<file path="src/rtl/if_stage.sv">
// rtl/if_stage.sv - MIPS instruction-fetch stage: PC register, next-PC select, IF/ID pipeline register
module if_stage #(
  parameter logic [31:0] RESET_PC  = 32'h0000_0000,
  parameter logic [31:0] NOP_INSTR = 32'h0000_0000
) (
  input  logic        clk,
  input  logic        reset,
  input  logic        stall,
  input  logic        flush,
  input  logic [1:0]  pc_src,
  input  logic [31:0] branch_target,
  input  logic [31:0] jump_target,
  input  logic [31:0] jr_target,
  output logic [31:0] imem_addr,
  input  logic [31:0] imem_data,
  output logic [31:0] pc,
  output logic [31:0] id_instr,
  output logic [31:0] id_pc_plus4,
  output logic        id_valid,
  output logic [31:0] fetch_count
);

  logic [31:0] r_pc;
  logic [31:0] r_id_instr;
  logic [31:0] r_id_pc_plus4;
  logic        r_id_valid;
  logic [31:0] r_fetch_count;

  logic [31:0] w_pc_plus4;
  logic [31:0] w_target;
  logic [31:0] w_next_pc;

  assign w_pc_plus4 = r_pc + 32'd4;

  // Only the selected source reaches the PC, so unknown redirect inputs stay out when pc_src=00.
  always_comb begin
    w_target = w_pc_plus4;
    case (pc_src)
      2'b00:   w_target = w_pc_plus4;
      2'b01:   w_target = branch_target;
      2'b10:   w_target = jump_target;
      2'b11:   w_target = jr_target;
      default: w_target = w_pc_plus4;
    endcase
  end

  assign w_next_pc = {w_target[31:2], 2'b00};

  always_ff @(posedge clk or posedge reset) begin
    if (reset) begin
      r_pc <= RESET_PC;
    end else if (!stall) begin
      r_pc <= w_next_pc;
    end
  end

  // Flush outranks stall here so a squash during a stall still leaves a bubble for decode.
  always_ff @(posedge clk or posedge reset) begin
    if (reset) begin
      r_id_instr    <= NOP_INSTR;
      r_id_pc_plus4 <= 32'd0;
      r_id_valid    <= 1'b0;
      r_fetch_count <= 32'd0;
    end else if (flush) begin
      r_id_instr    <= NOP_INSTR;
      r_id_pc_plus4 <= 32'd0;
      r_id_valid    <= 1'b0;
    end else if (!stall) begin
      r_id_instr    <= imem_data;
      r_id_pc_plus4 <= w_pc_plus4;
      r_id_valid    <= 1'b1;
      r_fetch_count <= r_fetch_count + 32'd1;
    end
  end

  assign imem_addr   = r_pc;
  assign pc          = r_pc;
  assign id_instr    = r_id_instr;
  assign id_pc_plus4 = r_id_pc_plus4;
  assign id_valid    = r_id_valid;
  assign fetch_count = r_fetch_count;

endmodule

</file>
<file path="config.mk">
export PLATFORM = sky130hd
export DESIGN_NAME = if_stage
export DESIGN_NICKNAME = d
export VERILOG_FILES = /design/src/rtl/if_stage.sv
export SDC_FILE = /design/constraint.sdc
export NUM_CORES = 1
export LEC_CHECK = 0
export ABC_AREA = 1
export CORE_UTILIZATION = 47
export DETAILED_ROUTE_END_ITERATION = 7
export PLACE_DENSITY = 0.87
export SLEW_MARGIN = 20
export SYNTH_ARGS = -nofsm -noshare
export SYNTH_HDL_FRONTEND = slang
export SYNTH_SLANG_ARGS = --single-unit
</file>
<file path="constraint.sdc">
create_clock -name clk -period 6.43 [get_ports clk]
set_input_delay 1.286 -clock clk [delete_from_list [all_inputs] [get_ports clk]]
set_output_delay 1.286 -clock clk [all_outputs]
set_load 0.01 [all_outputs]
</file>
==> key figures <==
Final layout
  – Layout cells sized above 1: 0.0438
  – Ant diodes: 0
  – Nets: 1,317
  – Post-layout util: 0.705
  – Area delta synth->final: 46.0%

Worst setup path
  – Reg2reg setup slack: 4540 ps
  – FF-to-FF End: imem_addr[30]
  – Startpoint types: primary input
  – Setup CP Type: primary input to flip-flop
  – Req. time, crit path: 6780 ps
  – FF-to-FF Start: imem_addr[2]
  – Worst endpoint data arrival time: 3810 ps
  – Setup crit end kind: flip-flop
  – Critical path origin: stall
  – Critical path endpoint: id_instr[6]
  – Critical-path maximum fanout: 38
  – R2R depth: 10

Logic synthesis
  – Syn Area/Cell: 7.49 µm²
  – Most numerous cell in the Yosys netlist: nand2_1
  – Yosys reg bits: 125
  – Post-synth EDFFs: 0
  – Register area share after synthesis: 0.446
  – Top cells by area, synth: dfrtp_1 (45%), nand2_1 (19%), nand3_1 (5.4%), a22o_1 (4.1%), buf_4 (3.9%)
  – Cell taking the most area after synthesis: dfrtp_1
  – Most frequent cells after synthesis: nand2_1 (359), dfrtp_1 (125), nand3_1 (75)
  – Most used DFF post-synth: dfrtp_1
  – Distinct cells, synth: 34
  – Synth top area share: 0.446
  – Yosys warns: 0
  – Synthesized area: 7010 µm²
  – Ys async rst share: 1.00
  – Post-Syn Instances: 936

Worst hold path
  – HP Class: flip-flop to flip-flop
  – Hold Startpoint: id_pc_plus4[3]

Flow run
  – Maximum capacitance violations: 0

Routing
  – Final wirelength: 21.4 mm
  – First-pass DRT Iterations: 6
  – Initial DRC Count: 493
  – Remaining DRCs: 0
  – Vias/cell: 5.21
  – Routed Antenna Nets: 0
  – Via count: 7,152
  – DR WL/cell: 15.6 µm

Die
  – Die width: 124 µm
  – IO Count: 295
  – Starting Density: 0.483
  – Core area: 14,500 µm²
  – Die height: 124 µm
  – Row count: 44
  – Die Area: 15,400 µm²

Timing
  – Fin crit share: 0.537
  – Hold Violations, Final: 0
  – Tmin final: 3450 ps
  – Setup TNS: 0 ps
  – F_max: 0.290 GHz
  – Slew of the pin with the lowest slew margin: 890 ps
  – # setup viols final: 0
  – Clock Skew: 5.81 ps
  – RSZ-0062 raised after global routing: false
  – Slew HR: 0.405
  – Slew Limit Fails: 0

Global routing
  – Initial antenna violation count: 0
  – GR Util All Layers: 0.282
  – GR Overflow Total: 0
  – Vias in the first global route: 6,760
  – Largest net degree at the start of global routing: 67
  – First-pass GRT wire length: 33.0 mm

Clock network
  – Setup Buffers After CTS: 0
  – Clk Latency, worst-skew pair: 420 ps
  – CTS HTree Levels: 4
  – Hold buffers post-CTS: 0
  – TritonCTS clock tree: done
  – CTS max path bufs: 2
  – Root buf cell: clkbuf_16
  – Clock sinks: 125
  – Worst-path clk slew: 50 ps
  – Cts bufs inserted: 17
  – Post_cts resized: 0

Place
  – Detailed Place HPWL: 16.2 mm
  – Port buffer count: 282
  – Routability congestion estimate: 0.906

Power
  – LEAKAGE: 0.00468 µW
  – PD cells: 229 nW/µm²
  – Worst VDD drop: 0.183 mV

Run status
  – Outcome: completed
## per-layer routing
metal,track usage,routed length [µm]
met1,0.332,8400
met2,0.481,10500
met3,0.0609,1770
met4,0.144,700
met5,0,0
## cells in the final DEF, fill, tap and decap left out, types with 2 or more instances in the layout
cell type        synthesis  layout
xnor2_1                 14      14
nand4_1                  6       6
clkbuf_1                22       4
and2_1                   5       5
a21oi_1                  7       7
o21ai_1                  2       2
clkinv_2                 0       3
inv_1                   68      67
a22o_1                  33      33
conb_1                   1       6
clkbuf_16                0      17
nor4_1                   2       2
dfrtp_1                125     125
nor3_1                   3       3
o22a_1                   2       2
clkdlybuf4s50_1          0     282
nand3_1                 75      75
nand2_1                359     359
a211oi_1                 6       6
nand2_2                  4       4
nor2_2                  10       8
nand3b_1                 2       2
buf_4                   36       5
ha_1                     2       2
o21ai_0                 40      40
nor2_1                  67      67
xor2_1                  15      15
nor2_4                   6       8
o21bai_1                 3       3
a31oi_1                  6       6
nor3b_1                  2       2
## area by class of cell
class,count,area (µm²)
fillers,1146,4290
multi-input cells,681,3260
flip-flops and latches,125,3130
inverters,69,262
clock buffers,22,454
repair buffers,287,2860
clock inverters,4,45.0
well taps,184,230
## cell families (layout without fill, tap and decap cells)
group | after synthesis | after routing | synth area share
DFF | 125 | 125 | 0.446
other | 1 | 6 | 0.000535
and+or+nand+nor | 544 | 544 | 0.326
AOI/OAI and AO/OA | 100 | 100 | 0.0949
adders and majority gates | 2 | 2 | 0.00357
xor gates and xnor gates | 29 | 29 | 0.0362
buffers and inverters | 135 | 382 | 0.0930
## state kept, by name, indices dropped and copies added (netlist names)
register	cells
id_pc_plus4	30
imem_addr	30
id_valid	1
fetch_count	32
id_instr	32
## power breakdown
part | leakage (µW) | switching (µW) | internal, µW
registers | 0.00163 | 86.8 | 856
logic | 0.00280 | 259 | 299
clock network | 0.000247 | 320 | 524
## critical path, cell delays in order
cell and delay [ps]:
clkdlybuf4s50_1 450, buf_4 340, inv_2 340, nor2_4 770, buf_4 420, a22o_1 180
## worst min-delay path by stage
stage | to | slack [ps] | cells past startpoint
6_report | id_pc_plus4[3] | 470 | 2
5_1_grt | id_pc_plus4[3] | 490 | 2
4_1_cts | id_pc_plus4[3] | 470 | 2
3_5_place_dp | id_pc_plus4[3] | 460 | 2
3_3_place_gp | id_pc_plus4[3] | 460 | 2
2_1_floorplan | id_pc_plus4[3] | 510 | 2
## through the flow
step                      area (µm²)  hold WS, ps  total power, µW  cells  setup WS, ps
final                          10200          470             2340   1372          2980
after CTS                      10200          474             2350   1372          2960
after floorplan                 7030          509             1200    941          1820
after global routing           10200          491             2450   1372          2760
after detailed placement        9740          461             1510   1346          2530
after global placement          9740          461             1500   1346          2570
Power figures use the tool's default switching activity.
